## src/rtl/mcac_sched_pkg.sv

```systemverilog
// Shared types and default sizing for the MCAC channel scheduler.
package mcac_sched_pkg;

    localparam int CHANNELS_DEF = 32;
    localparam int PCM_W_DEF    = 8;
    localparam int CODE_W_DEF   = 4;
    localparam int TIMEOUT_DEF  = 64;

    // Code word emitted for channels that are disabled or whose core never answered.
    localparam logic [CODE_W_DEF-1:0] IDLE_CODE_DEF = 4'hF;

    typedef enum logic [2:0] {
        ST_IDLE  = 3'd0,
        ST_READ  = 3'd1,
        ST_LAT   = 3'd2,
        ST_START = 3'd3,
        ST_WAIT  = 3'd4,
        ST_WRITE = 3'd5
    } sched_state_t;

    function automatic int chan_w(input int n);
        return (n > 1) ? $clog2(n) : 1;
    endfunction

endpackage

```

## src/rtl/mcac_chan_sched_if.sv

```systemverilog
// Scheduler-side bus bundle: TDMI buffer read port, ADPCM core handshake and
// code-buffer write port.
interface mcac_chan_sched_if
    import mcac_sched_pkg::*;
#(
    parameter int CH_W   = 5,
    parameter int PCM_W  = PCM_W_DEF,
    parameter int CODE_W = CODE_W_DEF
);

    logic              rd_en;
    logic [CH_W-1:0]   rd_addr;
    logic [PCM_W-1:0]  rd_data;

    logic              core_start;
    logic [CH_W-1:0]   core_chan;
    logic [PCM_W-1:0]  core_sample;
    logic              core_done;
    logic [CODE_W-1:0] core_code;

    logic              wr_en;
    logic [CH_W-1:0]   wr_addr;
    logic [CODE_W-1:0] wr_data;

    modport master (
        output rd_en, rd_addr,
        input  rd_data,
        output core_start, core_chan, core_sample,
        input  core_done, core_code,
        output wr_en, wr_addr, wr_data
    );

    modport slave (
        input  rd_en, rd_addr,
        output rd_data,
        input  core_start, core_chan, core_sample,
        output core_done, core_code,
        input  wr_en, wr_addr, wr_data
    );

endinterface

```

## src/rtl/mcac_sched_wdog.sv

```systemverilog
// Core-done watchdog: counts enabled cycles from a clear and flags expiry once
// the count reaches TIMEOUT-1.
module mcac_sched_wdog
    import mcac_sched_pkg::*;
#(
    parameter int TIMEOUT = TIMEOUT_DEF
) (
    input  logic clk,
    input  logic reset,
    input  logic clr,
    input  logic en,
    output logic expired
);

    localparam int CNT_W = (TIMEOUT > 2) ? $clog2(TIMEOUT) : 1;

    logic [CNT_W-1:0] count_q, count_d;

    assign expired = (count_q == CNT_W'(TIMEOUT - 1));

    // Saturates at the expiry value so a stalled WAIT never wraps back to zero.
    always_comb begin
        count_d = count_q;
        if (clr) begin
            count_d = '0;
        end else if (en && !expired) begin
            count_d = count_q + CNT_W'(1);
        end
    end

    always_ff @(posedge clk or negedge reset) begin
        if (!reset) begin
            count_q <= '0;
        end else begin
            count_q <= count_d;
        end
    end

endmodule

```

## src/rtl/mcac_chan_sched.sv

```systemverilog
// Frame scheduler: walks every TDM channel once per frame through the shared
// ADPCM encoder core and writes one code word per channel to the code buffer.
module mcac_chan_sched
    import mcac_sched_pkg::*;
#(
    parameter int                 CHANNELS  = CHANNELS_DEF,
    parameter int                 CH_W      = chan_w(CHANNELS),
    parameter int                 PCM_W     = PCM_W_DEF,
    parameter int                 CODE_W    = CODE_W_DEF,
    parameter int                 TIMEOUT   = TIMEOUT_DEF,
    parameter logic [CODE_W-1:0]  IDLE_CODE = CODE_W'(IDLE_CODE_DEF)
) (
    input  logic                clk,
    input  logic                reset,
    input  logic                frame_sync,
    input  logic [CHANNELS-1:0] chan_en,
    input  logic                clr_err,
    output logic                busy,
    output logic                frame_done,
    output logic                overrun_err,
    output logic                timeout_err,
    mcac_chan_sched_if.master   bus
);

    sched_state_t      state_q, state_d;
    logic [CH_W-1:0]   chan_q, chan_d;
    logic [CH_W-1:0]   core_chan_q, core_chan_d;
    logic [PCM_W-1:0]  sample_q, sample_d;
    logic [CODE_W-1:0] wr_data_q, wr_data_d;
    logic              overrun_q, overrun_d;
    logic              timeout_q, timeout_d;

    logic timeout_hit;
    logic overrun_hit;
    logic wd_clr;
    logic wd_en;
    logic wd_expired;
    logic last_chan;
    logic chan_on;

    assign last_chan = (chan_q == CH_W'(CHANNELS - 1));
    assign chan_on   = chan_en[chan_q];

    mcac_sched_wdog #(
        .TIMEOUT (TIMEOUT)
    ) u_wdog (
        .clk     (clk),
        .reset   (reset),
        .clr     (wd_clr),
        .en      (wd_en),
        .expired (wd_expired)
    );

    always_comb begin
        state_d     = state_q;
        chan_d      = chan_q;
        core_chan_d = core_chan_q;
        sample_d    = sample_q;
        wr_data_d   = wr_data_q;
        timeout_hit = 1'b0;
        wd_clr      = 1'b0;
        wd_en       = 1'b0;

        case (state_q)
            ST_IDLE: begin
                if (frame_sync) begin
                    chan_d  = '0;
                    state_d = ST_READ;
                end
            end
            ST_READ: begin
                if (chan_on) begin
                    state_d = ST_LAT;
                end else begin
                    wr_data_d = IDLE_CODE;
                    state_d   = ST_WRITE;
                end
            end
            ST_LAT: begin
                // Buffer data arrives one cycle after the read strobe.
                sample_d    = bus.rd_data;
                core_chan_d = chan_q;
                state_d     = ST_START;
            end
            ST_START: begin
                wd_clr  = 1'b1;
                state_d = ST_WAIT;
            end
            ST_WAIT: begin
                // A done that coincides with expiry still delivers its code.
                if (bus.core_done) begin
                    wr_data_d = bus.core_code;
                    state_d   = ST_WRITE;
                end else if (wd_expired) begin
                    wr_data_d   = IDLE_CODE;
                    timeout_hit = 1'b1;
                    state_d     = ST_WRITE;
                end else begin
                    wd_en = 1'b1;
                end
            end
            ST_WRITE: begin
                if (last_chan) begin
                    chan_d  = '0;
                    state_d = ST_IDLE;
                end else begin
                    chan_d  = chan_q + CH_W'(1);
                    state_d = ST_READ;
                end
            end
            default: begin
                chan_d  = '0;
                state_d = ST_IDLE;
            end
        endcase
    end

    // Sticky flags: a fresh event in the same cycle as clr_err keeps the flag set.
    assign overrun_hit = frame_sync && (state_q != ST_IDLE);

    always_comb begin
        overrun_d = overrun_hit || (overrun_q && !clr_err);
        timeout_d = timeout_hit || (timeout_q && !clr_err);
    end

    always_ff @(posedge clk or negedge reset) begin
        if (!reset) begin
            state_q     <= ST_IDLE;
            chan_q      <= '0;
            core_chan_q <= '0;
            sample_q    <= '0;
            wr_data_q   <= '0;
            overrun_q   <= 1'b0;
            timeout_q   <= 1'b0;
        end else begin
            state_q     <= state_d;
            chan_q      <= chan_d;
            core_chan_q <= core_chan_d;
            sample_q    <= sample_d;
            wr_data_q   <= wr_data_d;
            overrun_q   <= overrun_d;
            timeout_q   <= timeout_d;
        end
    end

    assign bus.rd_en       = (state_q == ST_READ) && chan_on;
    assign bus.rd_addr     = chan_q;
    assign bus.core_start  = (state_q == ST_START);
    assign bus.core_chan   = core_chan_q;
    assign bus.core_sample = sample_q;
    assign bus.wr_en       = (state_q == ST_WRITE);
    assign bus.wr_addr     = chan_q;
    assign bus.wr_data     = wr_data_q;

    assign busy        = (state_q != ST_IDLE);
    assign frame_done  = (state_q == ST_WRITE) && last_chan;
    assign overrun_err = overrun_q;
    assign timeout_err = timeout_q;

endmodule

```

## src/flat_wrapper.sv

```systemverilog
// flat-port wrapper written by rule: the top's interface ports become plain ports
module mcac_chan_sched_flat import mcac_sched_pkg::*;
#(
    parameter int                 CHANNELS  = CHANNELS_DEF,
    parameter int                 CH_W      = chan_w(CHANNELS),
    parameter int                 PCM_W     = PCM_W_DEF,
    parameter int                 CODE_W    = CODE_W_DEF,
    parameter int                 TIMEOUT   = TIMEOUT_DEF,
    parameter logic [CODE_W-1:0]  IDLE_CODE = CODE_W'(IDLE_CODE_DEF)
)
  (clk, reset, frame_sync, chan_en, clr_err, busy, frame_done, overrun_err, timeout_err, bus_rd_en, bus_rd_addr, bus_rd_data, bus_core_start, bus_core_chan, bus_core_sample, bus_core_done, bus_core_code, bus_wr_en, bus_wr_addr, bus_wr_data);
  mcac_chan_sched_if #(.CH_W(CH_W), .PCM_W(PCM_W), .CODE_W(CODE_W)) bus_i ();
  input  logic clk;
  input  logic reset;
  input  logic frame_sync;
  input  logic [CHANNELS-1:0] chan_en;
  input  logic clr_err;
  output logic busy;
  output logic frame_done;
  output logic overrun_err;
  output logic timeout_err;
  output wire logic [$bits(bus_i.rd_en)-1:0] bus_rd_en;
  output wire logic [$bits(bus_i.rd_addr)-1:0] bus_rd_addr;
  input wire logic [$bits(bus_i.rd_data)-1:0] bus_rd_data;
  output wire logic [$bits(bus_i.core_start)-1:0] bus_core_start;
  output wire logic [$bits(bus_i.core_chan)-1:0] bus_core_chan;
  output wire logic [$bits(bus_i.core_sample)-1:0] bus_core_sample;
  input wire logic [$bits(bus_i.core_done)-1:0] bus_core_done;
  input wire logic [$bits(bus_i.core_code)-1:0] bus_core_code;
  output wire logic [$bits(bus_i.wr_en)-1:0] bus_wr_en;
  output wire logic [$bits(bus_i.wr_addr)-1:0] bus_wr_addr;
  output wire logic [$bits(bus_i.wr_data)-1:0] bus_wr_data;
  assign bus_rd_en = bus_i.rd_en;
  assign bus_rd_addr = bus_i.rd_addr;
  assign bus_i.rd_data = bus_rd_data;
  assign bus_core_start = bus_i.core_start;
  assign bus_core_chan = bus_i.core_chan;
  assign bus_core_sample = bus_i.core_sample;
  assign bus_i.core_done = bus_core_done;
  assign bus_i.core_code = bus_core_code;
  assign bus_wr_en = bus_i.wr_en;
  assign bus_wr_addr = bus_i.wr_addr;
  assign bus_wr_data = bus_i.wr_data;
  mcac_chan_sched #(.CHANNELS(CHANNELS), .CH_W(CH_W), .PCM_W(PCM_W), .CODE_W(CODE_W), .TIMEOUT(TIMEOUT), .IDLE_CODE(IDLE_CODE)) u_core (.clk(clk), .reset(reset), .frame_sync(frame_sync), .chan_en(chan_en), .clr_err(clr_err), .busy(busy), .frame_done(frame_done), .overrun_err(overrun_err), .timeout_err(timeout_err), .bus(bus_i));
endmodule
```

## config.mk

```make
export PLATFORM = sky130hd
export DESIGN_NAME = mcac_chan_sched_flat
export DESIGN_NICKNAME = d
export VERILOG_FILES = /design/src/rtl/mcac_sched_pkg.sv /design/src/rtl/mcac_chan_sched_if.sv /design/src/rtl/mcac_sched_wdog.sv /design/src/rtl/mcac_chan_sched.sv /design/src/flat_wrapper.sv
export SDC_FILE = /design/constraint.sdc
export NUM_CORES = 1
export LEC_CHECK = 0
export CAP_MARGIN = 20
export CORE_MARGIN = 5
export CORE_UTILIZATION = 41
export DETAILED_ROUTE_END_ITERATION = 8
export PLACE_DENSITY = 0.8
export SLEW_MARGIN = 15
export SYNTH_ARGS = -nofsm -noshare
export SYNTH_HDL_FRONTEND = slang
export SYNTH_SLANG_ARGS = --single-unit
```

## constraint.sdc

```tcl
create_clock -name clk -period 2.3 [get_ports clk]
set_input_delay 0.46 -clock clk [delete_from_list [all_inputs] [get_ports clk]]
set_output_delay 0.46 -clock clk [all_outputs]
set_load 0.005 [all_outputs]
```

Word level (Yosys, flattened, before mapping) --
Cells that the tools add are included.
Cells by class: $add $sub $neg 2, $lt $le $gt $ge 1, equal/unequal tests 10, muxes and demuxes 24, bitwise gates (word level) 1, reduce and logical (&&, ||, !) cells 18
Operators with widths (count):
- $pmux W3 S6 | 1
- $pmux W5 S3 | 1
- $mux W3 | 4
- $mux W4 | 3
- $mux W6 | 2
- $mux W5 | 2
- $mux W1 | 9
- $pmux W4 S2 | 1
- $add A6 B1 Y6 const B | 1
- $eq A3 B2 Y1 const B | 2
- $eq A3 B3 Y1 const B | 2
- $eq A6 B6 Y1 const B | 1
- $logic_and A1 B1 Y1 | 6
- $lt A5 B6 Y1 const B | 1
- $add A5 B1 Y5 const B | 1
- $bmux W1 S5 | 1
- $eq A5 B5 Y1 const B | 1
- $ne A2 B2 Y1 const B | 2
- $reduce_and A2 Y1 | 2
- $reduce_bool A2 Y1 | 2
- $reduce_or A4 Y1 | 1
- $eq A3 B1 Y1 const B | 1
- $logic_not A3 Y1 | 1
- $ne A3 B3 Y1 const B | 1
- 5 further kinds | 7
Word-level totals: bits in registers 33, bits of input ports 49, output and inout port bits 34

Longest topological paths before layout --
depth after elaboration 7, depth in mapped cells 8, depth with buffers taken out 7

Hierarchy --
Synthesis repeated with hierarchy kept, for this count alone.
Unflattened totals: cell total of the unflattened synthesis 175, area total of the unflattened synthesis 1975.6 um^2
By module, submodules not included:
- mcac_chan_sched | instances 1, cells an instance 136, area an instance 1595.3 um^2, sequential area each 675.6 um^2
- mcac_sched_wdog | instances 1, cells an instance 39, area an instance 380.4 um^2, sequential area each 150.1 um^2

Worst setup path before layout --
OpenSTA, ideal clock, no wires.
path type flip-flop to output port, start reg u_core.chan_q[1], in the netlist u_core.bus.rd_addr[1], end out bus_rd_en, arrival 1409 ps, required time 1840 ps, slack 431 ps, stages on the path, launching flop included 8, path buffers 2, cells stage by stage dfrtp_1 > buf_6 > buf_12 > mux2i_1 > nand3_1 > nand3_1 > nand4_2 > and3_2
On the way: word-level cells in the longest chain between the ends 3
RTL lines:
- start: declaration | RTL line mcac_chan_sched.sv:26 | logic [CH_W-1:0] chan_q, chan_d;
- start signal: assignment | RTL line mcac_chan_sched.sv:137 | chan_q <= chan_d;
- $bmux W1 S5 | RTL line mcac_chan_sched.sv:42 | assign chan_on = chan_en[chan_q];
- $mux W1 (implied by the code) | RTL line mcac_chan_sched.sv:42
- $logic_and A1 B1 Y1 | RTL line mcac_chan_sched.sv:146 | assign bus.rd_en = (state_q == ST_READ) && chan_on;
- end: declaration | RTL line flat_wrapper.sv:22 | output wire logic [$bits(bus_i.rd_en)-1:0] bus_rd_en;
No other way between the ends. The select of a mux whose other input is x is not followed.

Worst setup path in the final report --
Ends and elaborated chain as after synthesis.

==> results.py <==
metrics = {
    "timing": {
        "tightestPinTransition_ns": 0.490,
        "setup_viol": 0,
        "slew-limit-headroom_pct": 67.1,
        "finalSetupTns_ns": 0,
        "post-route-period-util_pct": 99.3,
        "clock_skew_ns": 0.00441,
        "hold_violations": 0,
        "period_needed_ns": 2.28,
        "whs_ns": 0.501,
        "max_clock_freq_ghz": 0.438,
        "slew_violations": 0,
        "rsz0062_at_grt": "true",
    },
    "routing": {
        "dr.pass1.iters": 4,
        "avgRoutedWirePerCell_um": 15.1,
        "drc": 0,
        "drt_wl_total_mm": 4.68,
        "ant_nets": 0,
        "drtIter0Drc": 74,
        "vias": 1585,
        "vias_per_cell": 5.10,
    },
    "global_routing": {
        "grt_overflow": 0,
        "grt_pass1_wl_mm": 7.65,
        "grt_pass1_vias": 1578,
        "grt_max_degree": 34,
        "antenna_found_initial": 0,
        "grt_usage_pct": 16.0,
    },
    "yosys": {
        "syn-instance-count": 161,
        "synth_nets": 213,
        "synth_edf_count": 0,
        "ys_ff_latch": 33,
        "yosys_warnings": 0,
        "synth_area_per_cell_um2": 11.3,
        "synth_cell_types": 40,
        "syn_area_um2": 1820,
        "yosysSeqAreaShare_pct": 45.3,
        "synth_ff_type": "dfrtp_1",
        "async_flop_share_pct": 100,
    },
    "final_layout": {
        "nets": 310,
        "postLayoutCoreUtil_pct": 66.9,
        "areaGrowthSynthToFinish_pct": 58.6,
        "n_antenna_cell": 0,
        "drive_above_1_share_pct": 22.0,
    },
    "setup_path": {
        "required_ns": 1.84,
        "cp-end-kind": "primary output",
        "max_stage_delay_ns": 0.45,
        "cp_cell_sequence": "clkbuf_16, mux2i_1, a311oi_1, nand3_1, nand4_2, and3_2, buf_2",
        "critPathKind": "flop to primary output",
        "crit_family": "flip-flops",
        "cp_slowest_cell": "dfrtp_2",
        "rrSetupSlack_ns": 0.35,
        "worst-path-buf-inv": 2,
        "worstPathArrival_ns": 1.82,
        "path_max_fanout": 7,
        "cp-start-kind": "flop",
    },
    "floorplan": {
        "die_w_um": 76.7,
        "io_pins": 83,
        "core_um2": 4320,
        "dieArea_um2": 5880,
        "start_util_pct": 42.2,
        "die_h_um": 76.7,
        "rows": 24,
    },
    "placed_design": {
        "io_buffers": 82,
        "gp_congestion": 0.783,
        "dp_hpwl_mm": 3.66,
    },
    "clock_tree": {
        "tritoncts": "built",
        "max-clock-path-buffers": 2,
        "cts-root-buf": "clkbuf_8",
        "clk_latency_ns": 0.28,
        "cts_buffers": 5,
        "h-tree-depth": 2,
        "clock_sinks": 33,
        "clk_pin_slew_ns": 0.06,
    },
    "power_and_ir_drop": {
        "power.total_w": 0.00268,
        "power_density_nw_per_um2": 928,
        "irDropWorstVdd_mv": 0.597,
        "leakage_nw": 1.22,
    },
    "run": {
        "cap_violations": 0,
    },
    "hold_path": {
        "hold_class": "flop to flop",
    },
    "outcome": {
        "status": "completed",
    },
}
-- worst paths after layout --
path | start | endpoint | depth (start not counted)
worst max-delay path | u_core.bus.rd_addr[1] | bus_rd_en | 7
min in group asynchronous | reset | u_core.u_wdog.count_q[5] | 2
worst max register to register | u_core.bus.rd_addr[0] | u_core.bus.wr_data[3] | 8
worst min-delay path | u_core.overrun_err | u_core.overrun_err | 1
max in group asynchronous | reset | u_core.bus.rd_addr[1] | 2
worst min register to register | u_core.overrun_err | u_core.overrun_err | 1
-- cells in the mapped netlist, types with 2 or more instances --
library cell	number	share of area (%)
a311oi_1	3	1.4
nand3_1	7	1.9
a22o_1	3	1.4
inv_1	4	0.82
and3_1	4	1.4
nor2b_1	2	0.69
dfrtp_1	33	45
a22oi_1	4	1.6
nand2b_1	2	0.69
nor2_1	13	2.7
mux2_2	14	8.6
buf_4	7	2.9
nand4_1	3	1.0
o21ai_0	4	1.1
mux2i_1	17	9.3
nand2_1	8	1.6
xor2_1	4	1.9
nor3b_1	2	0.82
ha_1	3	2.1
o32a_2	4	2.5
-- metrics by stage --
step	std cells	instance area (um2)	setup WS, ns
floorplan	161	1820	0.431
global placement	301	2760	-0.340
detailed placement	301	2760	-0.346
CTS	310	2850	-0.107
global route	311	2890	-0.0794
finish	311	2890	0.0166
-- kinds of logic (layout without fill, tap and decap cells) --
group / Yosys count / count (layout) / synth area share, %
simple gates: 49 / 49 / 15.2
fa+ha+maj: 3 / 3 / 2.06
mux: 31 / 31 / 18.0
compound gates: 25 / 25 / 11.2
flops: 33 / 33 / 45.3
xor+xnor: 5 / 5 / 2.40
buf+inv: 15 / 113 / 5.90
-- worst register-to-register path, stage by stage, from the launching register on --
cell     delay [ns]
dfrtp_1        0.39
buf_4          0.16
and2b_1        0.27
a22oi_1        0.12
nand3_1        0.12
nand4_2        0.12
buf_4          0.16
nor4b_4        0.35
o32a_2         0.21
-- cells in the final DEF, fill, tap and decap left out, types with 5 or more instances in the layout --
master / synthesis / final
clkdlybuf4s50_1: 0 / 80
dfrtp_1: 33 / 32
mux2i_1: 17 / 17
buf_4: 7 / 15
mux2_2: 14 / 14
nor2_1: 13 / 12
nand2_1: 8 / 8
nand3_1: 7 / 7
clkbuf_8: 0 / 5
-- sequential cells by signal, summed over array words and instances, names as in the netlist --
name and count:
u_core.state_q 3, u_core.u_wdog.count_q 6, u_core.timeout_err 1, u_core.overrun_err 1, u_core.bus.core_chan 5, u_core.bus.rd_addr 5
u_core.bus.core_sample 8, u_core.bus.wr_data 4
-- layout make-up --
| type | count | area [um2] |
|---|---|---|
| Fill cell | 353 | 1430 |
| Timing Repair Buffer | 101 | 996 |
| Multi-Input combinational cell | 113 | 908 |
| Sequential cell | 33 | 827 |
| Clock buffer | 8 | 80.1 |
| Tap cell | 52 | 65.1 |
| Inverter | 4 | 15.0 |
-- where the power goes --
part	total, W	switching (W)	internal, W	leakage [nW]
Sequential	0.000913	0.000142	0.000772	0.413
Combinational	0.00136	0.000512	0.000846	0.767
Clock	0.000411	0.000197	0.000215	0.0395
Total	0.00268	0.000850	0.00183	1.22
-- per-layer routing --
metal	global-route usage, %	vias up	share of wire (%)
met3	5.04	10	6.7
met1	19.7	749	43
met4	6.29	0	1.8
met2	25.7	43	49
li1	-	783	-
met5	0	-	0
-- what timing repair did --
| item | in CTS | in global routing |
|---|---|---|
| pin swaps | 0 | 2 |
| gates resized for setup | 4 | 10 |
| hold buffers | 0 | 0 |
| buffers inserted | 1 | 0 |
| cloned | 0 | 1 |
| endpoints found under the setup margin | 2 | 4 |
(Power assumes the default switching activity.)
